==> config.mk <==
export PLATFORM = sky130hd
export DESIGN_NAME = mxint_vector_serializer
export DESIGN_NICKNAME = d
export VERILOG_FILES = /design/src/rtl/mxint_vector_serializer.sv
export SDC_FILE = /design/constraint.sdc
export NUM_CORES = 1
export LEC_CHECK = 0
export ABC_AREA = 1
export CAP_MARGIN = 10
export CORE_ASPECT_RATIO = 1.1
export CORE_MARGIN = 1.5
export CORE_UTILIZATION = 50
export DETAILED_ROUTE_END_ITERATION = 16
export PLACE_DENSITY = 0.82
export SYNTH_ARGS = -nofsm -noshare
export SYNTH_HDL_FRONTEND = slang
export SYNTH_SLANG_ARGS = --single-unit
==> constraint.sdc <==
create_clock -name clk -period 5.3 [get_ports clk]
set_clock_uncertainty 0.05 [all_clocks]
set_input_delay 0.53 -clock clk [delete_from_list [all_inputs] [get_ports clk]]
set_output_delay 0.53 -clock clk [all_outputs]
set_load 0.005 [all_outputs]
==> src/rtl/mxint_vector_serializer.sv <==
`default_nettype none
// ============================================================================
// Module      : mxint_vector_serializer
// Description : Captures a whole MXINT vector (DIM blocks, each holding
//               PARALLELISM mantissas and one shared exponent) on an input
//               handshake. It then streams the blocks out one at a time, in
//               ascending index order, using a valid/ready handshake.
//               A new vector can be accepted in the same cycle that the last
//               block leaves. This allows back-to-back vectors with no bubble.
// Ports       : clk, rst            - clock, synchronous active-high reset
//               mdata_in_0/edata_in_0, data_in_0_valid/ready
//                                   - whole-vector input side
//               mdata_out_0/edata_out_0, data_out_0_valid/ready/last
//                                   - per-block output side
// Revision    : 1.0 - initial release
// ============================================================================
module mxint_vector_serializer #(
   parameter int DATA_IN_0_PRECISION_0 = 4,
   parameter int DATA_IN_0_PRECISION_1 = 8,
   parameter int DATA_IN_0_DIM         = 8,
   parameter int DATA_IN_0_PARALLELISM = 1
) (
   input  logic                             clk,
   input  logic                             rst,
   input  logic [DATA_IN_0_PRECISION_0-1:0] mdata_in_0 [DATA_IN_0_DIM*DATA_IN_0_PARALLELISM-1:0],
   input  logic [DATA_IN_0_PRECISION_1-1:0] edata_in_0 [DATA_IN_0_DIM-1:0],
   input  logic                             data_in_0_valid,
   output logic                             data_in_0_ready,
   output logic [DATA_IN_0_PRECISION_0-1:0] mdata_out_0 [DATA_IN_0_PARALLELISM-1:0],
   output logic [DATA_IN_0_PRECISION_1-1:0] edata_out_0,
   output logic                             data_out_0_valid,
   input  logic                             data_out_0_ready,
   output logic                             data_out_0_last
);

   localparam int C_NUM_MANT = DATA_IN_0_DIM * DATA_IN_0_PARALLELISM;
   localparam int C_IDX_W    = (DATA_IN_0_DIM > 1) ? $clog2(DATA_IN_0_DIM) : 1;
   localparam logic [C_IDX_W-1:0] C_LAST_IDX = C_IDX_W'(DATA_IN_0_DIM - 1);

   typedef enum logic [0:0] {
      S_IDLE = 1'b0,
      S_SEND = 1'b1
   } state_t;

   state_t                             state_q, state_d;
   logic [C_IDX_W-1:0]                 index_q, index_d;
   logic [DATA_IN_0_PRECISION_0-1:0]   mant_q [C_NUM_MANT-1:0];
   logic [DATA_IN_0_PRECISION_0-1:0]   mant_d [C_NUM_MANT-1:0];
   logic [DATA_IN_0_PRECISION_1-1:0]   exp_q  [DATA_IN_0_DIM-1:0];
   logic [DATA_IN_0_PRECISION_1-1:0]   exp_d  [DATA_IN_0_DIM-1:0];

   logic w_sending;
   logic w_at_last;
   logic w_in_hs;
   logic w_out_hs;

   assign w_sending = (state_q == S_SEND);
   assign w_at_last = (index_q == C_LAST_IDX);
   assign w_out_hs  = w_sending && data_out_0_ready;

   // The buffer may be reloaded while the final block is being accepted.
   // That block has already been consumed downstream in the same cycle.
   assign data_in_0_ready  = !w_sending || (w_at_last && data_out_0_ready);
   assign w_in_hs          = data_in_0_valid && data_in_0_ready;

   assign data_out_0_valid = w_sending;
   assign data_out_0_last  = w_sending && w_at_last;

   // Next-state / next-buffer computation
   always_comb begin
      state_d = state_q;
      index_d = index_q;
      mant_d  = mant_q;
      exp_d   = exp_q;
      if (w_in_hs) begin
         // A capture takes precedence. It also covers the case where the last
         // block is leaving in the same cycle.
         state_d = S_SEND;
         index_d = '0;
         mant_d  = mdata_in_0;
         exp_d   = edata_in_0;
      end else if (w_out_hs) begin
         if (w_at_last) begin
            state_d = S_IDLE;
            index_d = '0;
         end else begin
            index_d = index_q + 1'b1;
         end
      end
   end

   always_ff @(posedge clk) begin
      if (rst) begin
         state_q <= S_IDLE;
         index_q <= '0;
         for (int i = 0; i < C_NUM_MANT; i++) begin
            mant_q[i] <= '0;
         end
         for (int i = 0; i < DATA_IN_0_DIM; i++) begin
            exp_q[i] <= '0;
         end
      end else begin
         state_q <= state_d;
         index_q <= index_d;
         mant_q  <= mant_d;
         exp_q   <= exp_d;
      end
   end

   // Block select. The loop uses only constant array indices, so no wide
   // computed index is needed. Non-power-of-two DIM values can never match
   // an out-of-range block.
   always_comb begin
      edata_out_0 = '0;
      for (int p = 0; p < DATA_IN_0_PARALLELISM; p++) begin
         mdata_out_0[p] = '0;
      end
      for (int b = 0; b < DATA_IN_0_DIM; b++) begin
         if (index_q == C_IDX_W'(b)) begin
            edata_out_0 = exp_q[b];
            for (int p = 0; p < DATA_IN_0_PARALLELISM; p++) begin
               mdata_out_0[p] = mant_q[b*DATA_IN_0_PARALLELISM + p];
            end
         end
      end
   end

endmodule
`default_nettype wire

==> results.md <==
- Status: finished clean
- Clock Pin Slew Worst Setup and Hold Paths: 0.09 ns
- Int Power: 1.15 mW
- Clk_lat worst skew: 0.36 ns
- Relative slew slack: 23.7%
- DRC violations left: 0
- Post-synth top area share: 41.8%
- CTS Hold Bufs: 0
- Routed wire length: 11500 µm
- Worst Path Required: 4.72 ns
- Slew Viols, Final: 0
- Max Cap Violations: 0
- Port bufs: 114
- Syn. warnings: 0
- Sequential share of the synthesized area: 41.8%
- Via density: 4.97
- RSZ-0062 raised after global routing: no
- Critical path startpoint category: flop
- Via count: 4663
- Cell taking the most area after synthesis: dfxtp_1
- Final Hold Fails: 0
- Combinational power share: 17.3%
- DIE HEIGHT: 106 µm
- Peak supply drop: 0.149 mV
- Congestion Overflow GR: 0
- Post-route ant nets: 0
- Yosys cell types: 19
- Root buf cell: clkbuf_8
- Data arrival, critical path: 3.20 ns
- Minimum clock period: 3.78 ns
- # diodes: 0
- Clk pwr share: 29.0%
- Maximum root-to-sink buffer count: 2
- Initial antenna violation count: 0
- Final critical-path share of the clock period: 71.4%
- Post-Syn Area per Cell: 6.49 µm²
- NumNets Final: 922
- Cell Chain, Critical Path: ha_1, nand2_1, inv_1, nand2_1, nand2_1, inv_1, nand2_1, nand2_1, nand2_1, clkdlybuf4s50_1
- PwrDens: 263 nW/µm²
- DR iter-0 viols: 257
- Post-CTS Resized: 0
- CP endpoint kind: output pin
- Average wire per standard cell: 12.3 µm
- Final HPWL DP: 7940 µm
- Initial Util: 51.2%
- Gpl congestion: 0.860
- # rows: 37
- WS Path Type: reg2out
- Setup Buffers After CTS: 0
- Hold Crit Class: reg2reg
- All-Layer GR Usage: 23.9%
- WHS: 0.414 ns
- Num CTS Buffers: 9
- Cell mode on critical path: nand2_1
- Die ar.: 10200 µm²
- Tightest Pin Transition: 1.14 ns
- P_leak: 2.71 nW
- Gate Count Post-Synth: 738
- Worst path max stage delay: 0.75 ns
- Cell area after synthesis: 4790 µm²
- Io pins: 115
- Die width: 96.3 µm
- Synth top area cells: dfxtp_1 42%, nor2_1 18%, nand2_1 11%
- Largest net degree at the start of global routing: 111
- Synth Net Count: 844
- CORE AREA: 9350 µm²
- CP max stage cell: ha_1
- TritonRoute pass-1 iters: 5
- Seq cells post-synth: 100
- CTS tree: built
- NetSw: 424 µW
- Layout area overhead: 25.2%
- Vias in the first global route: 4412
- Layout cells sized above 1: 3.65%
- Fmax: 264 MHz
- First-pass GRT wire length: 19100 µm
- Setup violations, final: 0
- Reg power frac: 53.7%
- Sink Count: 100
- Sw Ratio: 26.9%
- Htree depth: 3
- Critical Path Fanout Max: 25
- TNS Setup: 0 ns
metrics by stage:
| step | std cells | cell area [µm²] | util [%] | total power, mW | setup slack, ns |
|---|---|---|---|---|---|
| finish | 938 | 5990 | 64.1 | 1.57 | 1.52 |
| global route | 938 | 5990 | 64.1 | 1.65 | 1.16 |
| CTS | 938 | 5990 | 64.1 | 1.58 | 1.52 |
| detailed placement | 922 | 5810 | 62.1 | 1.13 | 1.79 |
| global placement | 922 | 5810 | 62.1 | 1.13 | 1.97 |
| floorplan | 738 | 4790 | - | 1.01 | 3.15 |
worst max-delay path: cells and delay by family (launching register included):
family	cells	cell delay, ns
DFF	1	0.42
buffers and inverters	3	1.13
adders and majority gates	1	0.75
and+or+nand+nor	6	0.54
power by group through the flow:
stage | logic [mW] | registers, mW | clock network, mW
6_report | 0.273 | 0.845 | 0.456
5_1_grt | 0.307 | 0.852 | 0.494
4_1_cts | 0.275 | 0.844 | 0.463
3_5_place_dp | 0.274 | 0.861 | 0
3_3_place_gp | 0.266 | 0.859 | 0
2_1_floorplan | 0.156 | 0.853 | 0
per-layer routing:
metal	GRT usage, %	vias up	part of all wire [%]
met5	0	-	0
met4	10.0	0	2.7
met3	3.39	28	5.5
met2	41.2	138	49
met1	29.2	2060	42
li1	-	2437	-
cell usage in the layout, fill, tap and decap left out:
cell type and count:
nor2_1 231, nand2_1 140, clkdlybuf4s50_1 114, dfxtp_1 100, o21ai_0 97, inv_1 43, nand3_1 37, a21oi_1 15
clkbuf_8 11, or2_0 7, ha_1 6, or2_2 5, inv_2 3, nand2_2 2, nand2_4 2, clkinv_2 2
buf_4 2, nor3_1 1, inv_6 1, clkinvlp_4 1, clkinv_4 1
layout make-up:
class,instances,area [µm²]
Tap cell,117,146
Timing Repair Buffer,116,1160
Inverter,46,173
Clock inverter,5,35.0
Clock buffer,11,151
Multi-Input combinational cell,543,2330
Fill cell,868,3360
Sequential cell,100,2000
path summary, 6_finish.rpt:
check	startpoint	cells after the start	slack [ns]	end
worst min register to register	exp_q[3]	2	0.41	exp_q[3]
worst max-delay path	index_q[0]	10	1.52	edata_out_0[2]
worst max register to register	index_q[0]	10	1.75	exp_q[47]
worst min-delay path	exp_q[3]	2	0.41	exp_q[3]
sequential cells by signal, indices dropped and copies added (netlist names):
name,flops
exp_q,64
mant_q,32
index_q,3
data_out_0_valid,1
kinds of logic after synthesis:
logic type | share of synthesized area, %
AO/OA/AOI/OAI | 11.7
flip-flops | 41.8
adder cells (fa/ha/maj) | 1.57
buffers and inverters | 9.54
AND/OR/NAND/NOR | 35.4
cells in the mapped netlist, drive strengths merged:
| master | count |
|---|---|
| or2 | 12 |
| buf | 32 |
| dfxtp | 100 |
| inv | 46 |
| nor2 | 231 |
| o21ai | 97 |
| a21oi | 15 |
| nand2 | 144 |
| ha | 6 |
| clkbuf | 17 |
| nand3 | 37 |
| nor3 | 1 |
Power figures use the tool's default switching activity.
